$ cat config.mk
export PLATFORM = sky130hd
export DESIGN_NAME = ddr_wr_datapath_gen_flat
export DESIGN_NICKNAME = d
export VERILOG_FILES = /design/src/rtl/ddr_wr_datapath_gen_if.sv /design/src/rtl/ddr_wr_datapath_gen.sv /design/src/flat_wrapper.sv
export SDC_FILE = /design/constraint.sdc
export NUM_CORES = 1
export LEC_CHECK = 0
export CORE_UTILIZATION = 58
export CTS_CLUSTER_SIZE = 28
export DETAILED_ROUTE_END_ITERATION = 8
export PLACE_DENSITY_LB_ADDON = 0.15
export SLEW_MARGIN = 20
export SYNTH_ARGS = -nofsm -noshare
export SYNTH_HDL_FRONTEND = slang
export SYNTH_SLANG_ARGS = --single-unit
$ cat constraint.sdc
create_clock -name clk -period 5.2 [get_ports clk]
set_input_delay 1.04 -clock clk [delete_from_list [all_inputs] [get_ports clk]]
set_output_delay 1.04 -clock clk [all_outputs]
set_load 0.05 [all_outputs]
$ cat src/rtl/ddr_wr_datapath_gen_if.sv
// ddr_wr_datapath_gen_if: system write-word handshake and DRAM-side DQ/DM/DQS signals.
// The slave modport is the datapath; the master modport is whoever drives commands and data.
interface ddr_wr_datapath_gen_if #(
   parameter int DQ_WIDTH   = 8,
   parameter int FIFO_DEPTH = 4
);
   logic                        wr_cmd;
   logic [2:0]                  wr_lat;
   logic                        sys_wvalid;
   logic                        sys_wready;
   logic [2*DQ_WIDTH-1:0]       sys_wdata;
   logic [1:0]                  sys_wmask;
   logic [DQ_WIDTH-1:0]         dq_rise;
   logic [DQ_WIDTH-1:0]         dq_fall;
   logic                        dm_rise;
   logic                        dm_fall;
   logic                        dqs_rise;
   logic                        dqs_fall;
   logic                        dq_oe;
   logic                        dqs_oe;
   logic                        busy;
   logic                        cmd_reject;
   logic                        underrun;
   logic [$clog2(FIFO_DEPTH):0] fifo_level;
   modport master (
      output wr_cmd, wr_lat, sys_wvalid, sys_wdata, sys_wmask,
      input  sys_wready, dq_rise, dq_fall, dm_rise, dm_fall, dqs_rise, dqs_fall,
             dq_oe, dqs_oe, busy, cmd_reject, underrun, fifo_level
   );
   modport slave (
      input  wr_cmd, wr_lat, sys_wvalid, sys_wdata, sys_wmask,
      output sys_wready, dq_rise, dq_fall, dm_rise, dm_fall, dqs_rise, dqs_fall,
             dq_oe, dqs_oe, busy, cmd_reject, underrun, fifo_level
   );
endinterface

$ cat src/rtl/ddr_wr_datapath_gen.sv
// ddr_wr_datapath_gen: write-data FIFO plus burst sequencer emitting two beats per clock
// with preamble/postamble DQS framing; every DRAM-side output comes straight from a flop.
module ddr_wr_datapath_gen #(
   parameter int DQ_WIDTH   = 8,
   parameter int BURST_LEN  = 4,
   parameter int FIFO_DEPTH = 4
) (
   input logic                  clk,
   input logic                  rst,
   ddr_wr_datapath_gen_if.slave bus
);
   localparam int AW = $clog2(FIFO_DEPTH);
   localparam int WW = 2*DQ_WIDTH + 2;
   localparam logic [AW:0] FULL = (AW+1)'(FIFO_DEPTH);
   localparam logic [2:0] HM1 = 3'(BURST_LEN/2 - 1);
   typedef enum logic [2:0] {IDLE, LATENCY, PREAMBLE, DATA, POSTAMBLE} state_t;
   state_t state_q, state_d;
   logic [2:0] cnt_q, cnt_d;
   logic [WW-1:0] mem_q [FIFO_DEPTH];
   logic [AW-1:0] wp_q, rp_q;
   logic [AW:0] lvl_q, lvl_d;
   logic [WW-1:0] head;
   logic push, pop, in_data;
   logic [DQ_WIDTH-1:0] dq_rise_q, dq_rise_d, dq_fall_q, dq_fall_d;
   logic dm_rise_q, dm_rise_d, dm_fall_q, dm_fall_d, dqs_rise_q, dqs_rise_d;
   logic dq_oe_q, dq_oe_d, dqs_oe_q, dqs_oe_d, busy_q, busy_d;
   logic reject_q, reject_d, underrun_q, underrun_d;
   // Outputs are computed from the state being entered so they line up with it after the edge.
   assign in_data = state_d == DATA;
   assign push    = bus.sys_wvalid && lvl_q != FULL;
   assign pop     = in_data && lvl_q != '0;
   assign head    = mem_q[rp_q];
   assign lvl_d   = lvl_q + (AW+1)'(push) - (AW+1)'(pop);
   always_ff @(posedge clk or negedge rst) begin
      if (!rst) begin
         state_q    <= IDLE;
         cnt_q      <= '0;
         wp_q       <= '0;
         rp_q       <= '0;
         lvl_q      <= '0;
         dq_rise_q  <= '0;
         dq_fall_q  <= '0;
         dm_rise_q  <= 1'b0;
         dm_fall_q  <= 1'b0;
         dqs_rise_q <= 1'b0;
         dq_oe_q    <= 1'b0;
         dqs_oe_q   <= 1'b0;
         busy_q     <= 1'b0;
         reject_q   <= 1'b0;
         underrun_q <= 1'b0;
      end else begin
         state_q    <= state_d;
         cnt_q      <= cnt_d;
         wp_q       <= push ? wp_q + AW'(1) : wp_q;
         rp_q       <= pop ? rp_q + AW'(1) : rp_q;
         lvl_q      <= lvl_d;
         dq_rise_q  <= dq_rise_d;
         dq_fall_q  <= dq_fall_d;
         dm_rise_q  <= dm_rise_d;
         dm_fall_q  <= dm_fall_d;
         dqs_rise_q <= dqs_rise_d;
         dq_oe_q    <= dq_oe_d;
         dqs_oe_q   <= dqs_oe_d;
         busy_q     <= busy_d;
         reject_q   <= reject_d;
         underrun_q <= underrun_d;
      end
   end
   always_ff @(posedge clk)
      if (push) mem_q[wp_q] <= {bus.sys_wdata, bus.sys_wmask};
   // cnt holds remaining clocks minus one, so latency L spends L-1 clocks in LATENCY.
   always_comb begin
      state_d = state_q;
      cnt_d   = cnt_q;
      case (state_q)
         IDLE:      if (bus.wr_cmd) begin
                       state_d = LATENCY;
                       cnt_d   = bus.wr_lat < 3'd2 ? 3'd0 : bus.wr_lat - 3'd2;
                    end
         LATENCY:   if (cnt_q == 3'd0) state_d = PREAMBLE;
                    else cnt_d = cnt_q - 3'd1;
         PREAMBLE:  begin
                       state_d = DATA;
                       cnt_d   = HM1;
                    end
         DATA:      if (cnt_q == 3'd0) state_d = POSTAMBLE;
                    else cnt_d = cnt_q - 3'd1;
         default:   state_d = IDLE;
      endcase
   end
   always_comb begin
      dq_oe_d    = in_data;
      dqs_rise_d = in_data;
      dqs_oe_d   = state_d inside {PREAMBLE, DATA, POSTAMBLE};
      busy_d     = state_d != IDLE;
      reject_d   = bus.wr_cmd && state_q != IDLE;
      underrun_d = in_data && !pop;
      dq_rise_d  = pop ? head[WW-1 -: DQ_WIDTH] : '0;
      dq_fall_d  = pop ? head[DQ_WIDTH+1 -: DQ_WIDTH] : '0;
      dm_rise_d  = in_data && (!pop || head[1]);
      dm_fall_d  = in_data && (!pop || head[0]);
   end
   assign bus.sys_wready = lvl_q != FULL;
   assign bus.fifo_level = lvl_q;
   assign bus.dq_rise    = dq_rise_q;
   assign bus.dq_fall    = dq_fall_q;
   assign bus.dm_rise    = dm_rise_q;
   assign bus.dm_fall    = dm_fall_q;
   assign bus.dqs_rise   = dqs_rise_q;
   assign bus.dqs_fall   = 1'b0;
   assign bus.dq_oe      = dq_oe_q;
   assign bus.dqs_oe     = dqs_oe_q;
   assign bus.busy       = busy_q;
   assign bus.cmd_reject = reject_q;
   assign bus.underrun   = underrun_q;
endmodule

$ cat src/flat_wrapper.sv
// flat-port wrapper written by rule: the top's interface ports become plain ports
module ddr_wr_datapath_gen_flat 
#(
   parameter int DQ_WIDTH   = 8,
   parameter int BURST_LEN  = 4,
   parameter int FIFO_DEPTH = 4
)
  (clk, rst, bus_wr_cmd, bus_wr_lat, bus_sys_wvalid, bus_sys_wdata, bus_sys_wmask, bus_sys_wready, bus_dq_rise, bus_dq_fall, bus_dm_rise, bus_dm_fall, bus_dqs_rise, bus_dqs_fall, bus_dq_oe, bus_dqs_oe, bus_busy, bus_cmd_reject, bus_underrun, bus_fifo_level);
  ddr_wr_datapath_gen_if #(.DQ_WIDTH(DQ_WIDTH), .FIFO_DEPTH(FIFO_DEPTH)) bus_i ();
  input logic clk;
  input logic rst;
  input wire logic [$bits(bus_i.wr_cmd)-1:0] bus_wr_cmd;
  input wire logic [$bits(bus_i.wr_lat)-1:0] bus_wr_lat;
  input wire logic [$bits(bus_i.sys_wvalid)-1:0] bus_sys_wvalid;
  input wire logic [$bits(bus_i.sys_wdata)-1:0] bus_sys_wdata;
  input wire logic [$bits(bus_i.sys_wmask)-1:0] bus_sys_wmask;
  output wire logic [$bits(bus_i.sys_wready)-1:0] bus_sys_wready;
  output wire logic [$bits(bus_i.dq_rise)-1:0] bus_dq_rise;
  output wire logic [$bits(bus_i.dq_fall)-1:0] bus_dq_fall;
  output wire logic [$bits(bus_i.dm_rise)-1:0] bus_dm_rise;
  output wire logic [$bits(bus_i.dm_fall)-1:0] bus_dm_fall;
  output wire logic [$bits(bus_i.dqs_rise)-1:0] bus_dqs_rise;
  output wire logic [$bits(bus_i.dqs_fall)-1:0] bus_dqs_fall;
  output wire logic [$bits(bus_i.dq_oe)-1:0] bus_dq_oe;
  output wire logic [$bits(bus_i.dqs_oe)-1:0] bus_dqs_oe;
  output wire logic [$bits(bus_i.busy)-1:0] bus_busy;
  output wire logic [$bits(bus_i.cmd_reject)-1:0] bus_cmd_reject;
  output wire logic [$bits(bus_i.underrun)-1:0] bus_underrun;
  output wire logic [$bits(bus_i.fifo_level)-1:0] bus_fifo_level;
  assign bus_i.wr_cmd = bus_wr_cmd;
  assign bus_i.wr_lat = bus_wr_lat;
  assign bus_i.sys_wvalid = bus_sys_wvalid;
  assign bus_i.sys_wdata = bus_sys_wdata;
  assign bus_i.sys_wmask = bus_sys_wmask;
  assign bus_sys_wready = bus_i.sys_wready;
  assign bus_dq_rise = bus_i.dq_rise;
  assign bus_dq_fall = bus_i.dq_fall;
  assign bus_dm_rise = bus_i.dm_rise;
  assign bus_dm_fall = bus_i.dm_fall;
  assign bus_dqs_rise = bus_i.dqs_rise;
  assign bus_dqs_fall = bus_i.dqs_fall;
  assign bus_dq_oe = bus_i.dq_oe;
  assign bus_dqs_oe = bus_i.dqs_oe;
  assign bus_busy = bus_i.busy;
  assign bus_cmd_reject = bus_i.cmd_reject;
  assign bus_underrun = bus_i.underrun;
  assign bus_fifo_level = bus_i.fifo_level;
  ddr_wr_datapath_gen #(.DQ_WIDTH(DQ_WIDTH), .BURST_LEN(BURST_LEN), .FIFO_DEPTH(FIFO_DEPTH)) u_core (.clk(clk), .rst(rst), .bus(bus_i));
endmodule
==> flow_metrics.tcl, run 1 <==
set metrics [dict create \
    dieArea_sq_mm 0.007500 \
    dpl.hpwl_microns 4049 \
    rsz0062_at_grt "false" \
    setup_viol 0 \
    peakVddDrop_uv 251.1 \
    crit_type "flip-flop to primary output" \
    synth_warnings 0 \
    end_kind "primary output" \
    status "completed" \
    fin_util 0.7180 \
    synth_top_family_by_area "multiplexers" \
    dr.first_iter.drc_count 112 \
    syn-cell-area_sq_mm 0.004151 \
    gp_congestion 0.7383 \
    fin_cells 371 \
    post-route-min-period_ns 2.897 \
    grt_pass1_wl_microns 10070 \
    p_per_area_mw_per_mm2 590.0 \
    num_vias 1940 \
    r2r_start "u_core.cnt_q[0]" \
    max-slew-margin-rel 0.3874 \
    hold_viol 0 \
    routedWlPerCell_microns 16.81 \
    min-delay-start "u_core.cnt_q[1]" \
    io_pins 54 \
    clk_pin_slew_worst_paths_ns 0.09 \
    vias_per_cell 5.229 \
    async_flop_share 0.3333 \
    track_usage 0.1913 \
    dr.pass1.iters 4 \
    syn_inst 215 \
    finalClockSkew_ns 0.01098 \
    drc 0 \
    drive_gt1_frac 0.1600 \
    synth-xor-area-share 0.01266 \
    synth_compound_area_frac 0.02351 \
    r2r_setup_slack_ns 2.53 \
    cp_data_arrival_time_ns 1.86 \
    cts_root_buffer "clkbuf_8" \
    io_buffers 52 \
    htree_levels 3 \
    p_leak_nw 1.843 \
    fin_nets 305 \
    synth_flop_cell "edfxtp_1" \
    syn-num-nets 249 \
    power_mw 2.910 \
    rr_worst_depth 13 \
    cts_made_buffers 9 \
    fin_setup_tns_ns 0 \
    seq_area_frac_synth 0.7378 \
    rows 30 \
    min_path_cells 1 \
    start_util 0.6044 \
    r2r-end "u_core.bus.fifo_level[2]" \
    core_region_area_sq_mm 0.006869 \
    ys_seq_elements 108 \
    grt_pass1_vias 2019 \
    tritoncts "built" \
    cts.repair.resized 0 \
    start_kind "flip-flop" \
    worstHoldPathType "flip-flop to flip-flop" \
    synth_mux_area_frac 0.1100 \
    synth_edf_count 72 \
    crit_fanout 5 \
    holdBufCountCts 0 \
    synthAdderAreaFrac 0.02893 \
    ant_nets 0 \
    placed_cells 356 \
    min_delay_worst_endpoint "u_core.cnt_q[1]" \
    die_h_microns 86.61 \
    clock_path_buffers 2 \
    drt-total-wl_microns 6236 \
    finalCritPeriodShare 0.5572 \
    die_w_microns 86.61 \
    grt_max_degree 37 \
    drv_slew 0 \
    antenna_found_initial 0 \
    syn_area_per_cell_sq_um 19.31 \
    cts_setup_buffers 0 \
    gr-total-overflow 0 \
    worstPathRequired_ns 4.16 \
    yosys.area_share.simple 0.05726 \
    tightest_slew_ns 0.9189 \
    syn_to_final_growth_pct 18.81 \
    cap_violations 0 \
    clock.fmax_ghz 0.3452 \
    yosysUniqueCellTypes 34 \
    clk_latency_ns 0.35 \
    cts.sinks 108 \
    antenna_cells 0 \
]
-- state kept, by name, summed over array words and instances (netlist names) --
register               flops
u_core.mem_q              72
u_core.wp_q                2
u_core.bus.dqs_oe          1
u_core.bus.dm_fall         1
u_core.cnt_q               3
u_core.bus.busy            1
u_core.rp_q                2
u_core.bus.dq_fall         8
u_core.state_q             3
u_core.bus.dqs_rise        1
u_core.bus.dm_rise         1
u_core.bus.dq_rise         8
u_core.bus.cmd_reject      1
u_core.bus.underrun        1
u_core.bus.fifo_level      3
-- logic make-up (layout without fill, tap and decap cells) --
group | Yosys count | count (layout)
AOI/OAI and AO/OA | 10 | 10
DFF | 108 | 108
and+or+nand+nor | 39 | 39
xor gates and xnor gates | 6 | 6
other | 1 | 1
muxes | 22 | 22
adders and majority gates | 9 | 9
buffers and inverters | 20 | 80
-- worst max-delay path, stage by stage, from the launching register on --
cell and delay [ns]:
dfrtp_1 0.51, nor2_1 0.12, nand2_1 0.08, clkdlybuf4s50_1 0.79
-- placed cells by master (no fill, tap or decap), drive strengths merged --
| master | instances |
|---|---|
| o32ai | 1 |
| nor2 | 8 |
| o31a | 2 |
| inv | 13 |
| xnor2 | 5 |
| clkinv | 2 |
| dfrtp | 36 |
| mux2 | 3 |
| nor2b | 16 |
| nand3b | 1 |
| nand2b | 1 |
| clkdlybuf4s50 | 51 |
| buf | 2 |
| a21boi | 1 |
| a21oi | 2 |
| xor2 | 1 |
| clkinvlp | 1 |
| mux4 | 18 |
| nand2 | 5 |
| o21a | 1 |
| o22ai | 2 |
| clkbuf | 9 |
| or2 | 1 |
| bufinv | 2 |
| and3 | 1 |
| fa | 1 |
| conb | 1 |
| ha | 8 |
| nor3 | 1 |
| o21ba | 1 |
| edfxtp | 72 |
| nand4b | 1 |
| mux2i | 1 |
| and2 | 4 |
-- synth_stat cells (all sizes together) (2+ instances only) --
| master | count | share of area |
|---|---|---|
| a21oi | 2 | 0.0051 |
| and2 | 4 | 0.0060 |
| buf | 7 | 0.016 |
| dfrtp | 36 | 0.22 |
| edfxtp | 72 | 0.52 |
| ha | 8 | 0.024 |
| inv | 12 | 0.011 |
| mux2 | 3 | 0.0099 |
| mux4 | 18 | 0.098 |
| nand2 | 5 | 0.0045 |
| nor2 | 8 | 0.0072 |
| nor2b | 16 | 0.024 |
| o22ai | 2 | 0.0030 |
| o31a | 2 | 0.0063 |
| xnor2 | 5 | 0.011 |
-- layout make-up --
cell class                      count  area [sq um]
Fill cell                         441          1937
Multi-Input combinational cell     87         968.4
Clock inverter                      6         88.84
Sequential cell                   108          3063
Inverter                           12         45.04
Clock buffer                        9         123.9
Timing Repair Buffer               53         523.0
Tap cell                           96         120.1
-- stage by stage --
stage | hold slack (ns) | instance area [sq um] | worst slack, ns
2_1_floorplan | 0.4819 | 4151 | 2.638
3_3_place_gp | 0.4942 | 4720 | 2.203
3_5_place_dp | 0.4983 | 4720 | 2.140
4_1_cts | 0.5271 | 4932 | 2.275
5_1_grt | 0.5368 | 4932 | 2.232
6_report | 0.5266 | 4932 | 2.303
-- worst max path at each step --
stage,startpoint,to,slack [ns],cells after the start
floorplan,u_core.bus.fifo_level[1],u_core.bus.fifo_level[2],2.64,11
global placement,bus_sys_wvalid,u_core.mem_q[1][11],2.20,3
finish,u_core.bus.fifo_level[1],bus_sys_wready,2.30,3
CTS,u_core.bus.fifo_level[1],bus_sys_wready,2.27,3
global route,u_core.bus.fifo_level[1],bus_sys_wready,2.23,3
detailed placement,bus_sys_wvalid,u_core.mem_q[1][13],2.14,3
-- routing by layer --
metal | vias to the layer above | wire length, microns | track usage
li1 | 900 | - | -
met1 | 985 | 2602 | 0.2362
met2 | 48 | 3319 | 0.3261
met3 | 7 | 252 | 0.06000
met4 | 0 | 61 | 0.05909
met5 | - | 0 | 0
-- power by group --
group,total (mW),switching (mW),internal [mW]
Sequential,1.28,0.132,1.15
Combinational,1.10,0.611,0.488
Clock,0.527,0.257,0.269
Total,2.91,1.00,1.91
Note: power is estimated with default switching activity, not from simulation.
==> run 2, diff against run 1 <==
--- a/config.mk
+++ b/config.mk
@@ -5,7 +5,7 @@
 export SDC_FILE = /design/constraint.sdc
 export NUM_CORES = 1
 export LEC_CHECK = 0
-export CORE_UTILIZATION = 58
+export CORE_UTILIZATION = 49
 export CTS_CLUSTER_SIZE = 28
 export DETAILED_ROUTE_END_ITERATION = 8
 export PLACE_DENSITY_LB_ADDON = 0.15
==> constraint.sdc (replaced) <==
create_clock -name clk -period 2.4 [get_ports clk]
set_input_delay 0.48 -clock clk [delete_from_list [all_inputs] [get_ports clk]]
set_output_delay 0.48 -clock clk [all_outputs]
set_load 0.05 [all_outputs]
==> run 2 against run 1 <==
Effect of this change: combinational power up 140%; clock power up 81%; die area up 18%; design area up 2.0%; sequential power up 110%; total power up 120%; sequential share of layout area down 1.1 points.
==> flow_metrics.tcl, run 2 (synthesis results as in run 1) <==
set metrics [dict create \
    status "completed" \
    num_vias 1974 \
    worstPathCellList "nor2_1 > nand2_1 > clkdlybuf4s50_1" \
    crit_fanout 5 \
    clock_path_buffers 2 \
    io_buffers 52 \
    comb_power_share 0.418 \
    seq_power_share 0.430 \
    drv_slew 0 \
    placed_area_sq_mm 0.004862 \
    rows 33 \
    start_kind "flip-flop" \
    critPathMaxStageDelay_ns 0.69 \
    antenna_cells 0 \
    routedWlPerCell_microns 16.51 \
    clk_latency_ns 0.35 \
    crit_slowest_cell "clkdlybuf4s50_1" \
    cap_violations 0 \
    p_switching_mw 2.238 \
    placed_cells 378 \
    die_w_microns 94.05 \
    critPathBufInv 1 \
    p_sw_frac 0.3560 \
    fin_area_sq_mm 0.005030 \
    htree_levels 3 \
    hold_viol 0 \
    grt_max_degree 24 \
    cts_setup_buffers 0 \
    cts_made_buffers 9 \
    peakVddDrop_uv 547.2 \
    die_h_microns 94.05 \
    p_per_area_mw_per_mm2 1250 \
    end_kind "primary output" \
    cpLargestDelayFamily "buffers and inverters" \
    antenna_found_initial 0 \
    worstHoldPathType "primary input to async pin" \
    clk_pin_slew_worst_paths_ns 0.10 \
    layout_common_cells "edfxtp_1, clkdlybuf4s50_1, dfrtp_1" \
    cts.repair.resized 0 \
    clkPwrFrac 0.152 \
    post-route-min-period_ns 2.256 \
    track_usage 0.1686 \
    finalClockSkew_ns 0.006950 \
    core_region_area_sq_mm 0.008217 \
    cp_data_arrival_time_ns 1.78 \
    start_util 0.5053 \
    dpl.hpwl_microns 4305 \
    holdBufCountCts 0 \
    syn_to_final_growth_pct 21.16 \
    finalCritPeriodShare 0.9401 \
    dr.pass1.iters 4 \
    tritoncts "built" \
    drt-total-wl_microns 6505 \
    drive_gt1_frac 0.2215 \
    intPower_mw 4.049 \
    largest_reg_flops 72 \
    setup_viol 0 \
    drc 0 \
    rsz0062_at_grt "false" \
    tightest_slew_ns 0.5222 \
    io_pins 54 \
    fin_setup_tns_ns 0 \
    gp_congestion 0.7063 \
    vias_per_cell 5.010 \
    worstPathRequired_ns 1.92 \
    ant_nets 0 \
    clock.fmax_ghz 0.4432 \
    dieArea_sq_mm 0.008844 \
    grt_pass1_vias 2096 \
    cts_root_buffer "clkbuf_8" \
    top_register "u_core.mem_q" \
    fin_cells 394 \
    dr.first_iter.drc_count 102 \
    whs_ns 0.08859 \
    fin_nets 318 \
    max-slew-margin-rel 0.6519 \
    cts.sinks 108 \
    final_common_cell "edfxtp_1" \
    gr-total-overflow 0 \
    grt_pass1_wl_microns 10490 \
    p_leak_nw 1.890 \
    crit_type "flip-flop to primary output" \
]
==> run 2: changes by cell type in the layout (fill, tap and decap cells not counted), moves of 2 or more <==
cell / before / now
clkinv_2: 0 / 3
bufinv_16: 2 / 0
dfrtp_1: 36 / 33
ha_1: 8 / 6
buf_4: 1 / 13
dfrtp_2: 0 / 3
==> run 2: worst paths after layout <==
path                                     startpoint  depth (start not counted)                  endpoint  slack, ns
setup / recovery           u_core.bus.fifo_level[1]                          3            bus_sys_wready       0.14
hold / removal                                  rst                          1     u_core.bus.dq_fall[5]       0.09
setup reg to reg                    u_core.cnt_q[0]                         13  u_core.bus.fifo_level[2]       0.15
hold reg to reg                     u_core.cnt_q[1]                          1           u_core.cnt_q[1]       0.52
max in group asynchronous                       rst                          2         u_core.state_q[1]       1.70
min in group clk                    u_core.cnt_q[1]                          1           u_core.cnt_q[1]       0.52
==> run 2: metrics by stage <==
step           setup slack [ns]  total power, mW    util
3_5_place_dp             0.1730            5.430  0.5917
6_report                 0.1437            6.286  0.6122
2_1_floorplan           0.02391            4.676       -
3_3_place_gp             0.2001            5.382  0.5917
4_1_cts                  0.1152            6.380  0.6122
5_1_grt                 0.02217            6.676  0.6122
==> run 2: power groups by stage <==
stage / Combinational [mW] / Sequential (mW) / Clock [mW]
floorplan: 1.50 / 3.17 / 0
global placement: 2.64 / 2.74 / 0
detailed placement: 2.68 / 2.75 / 0
CTS: 2.69 / 2.71 / 0.982
global route: 2.87 / 2.75 / 1.05
finish: 2.63 / 2.70 / 0.954
==> run 2: cell type report <==
class	count	area, sq um
multi-input combinational	87	985.9
timing repair buffer	66	633.1
tap	105	131.4
inverter	12	45.04
clock buffer	9	123.9
sequential	108	3067
fill	628	3187
clock inverter	7	43.79
==> run 2: worst reg2reg max path, stage by stage (launching register included) <==
cell and delay [ns]:
dfrtp_1 0.33, inv_1 0.06, ha_2 0.20, ha_4 0.17
a21oi_4 0.15, nand3b_4 0.09, inv_1 0.07, ha_1 0.21
inv_1 0.05, ha_1 0.13, inv_1 0.05, fa_2 0.33
xnor2_1 0.19, xnor2_1 0.13
==> run 2: layer usage <==
layer	track usage	vias up	part of all wire
li1	-	923	-
met5	0	-	0
met2	0.2920	45	0.52
met1	0.2044	999	0.43
met3	0.04531	7	0.042
met4	0.05641	0	0.012
==> run 3, diff against run 2 <==
--- a/config.mk
+++ b/config.mk
@@ -8,6 +8,7 @@
 export CORE_UTILIZATION = 49
 export CTS_CLUSTER_SIZE = 28
 export DETAILED_ROUTE_END_ITERATION = 8
+export GPL_ROUTABILITY_DRIVEN = 0
 export PLACE_DENSITY_LB_ADDON = 0.15
 export SLEW_MARGIN = 20
 export SYNTH_ARGS = -nofsm -noshare
==> results of run 3 <==
Same layout as run 2: the final DEF is identical, and so are final timing and power.
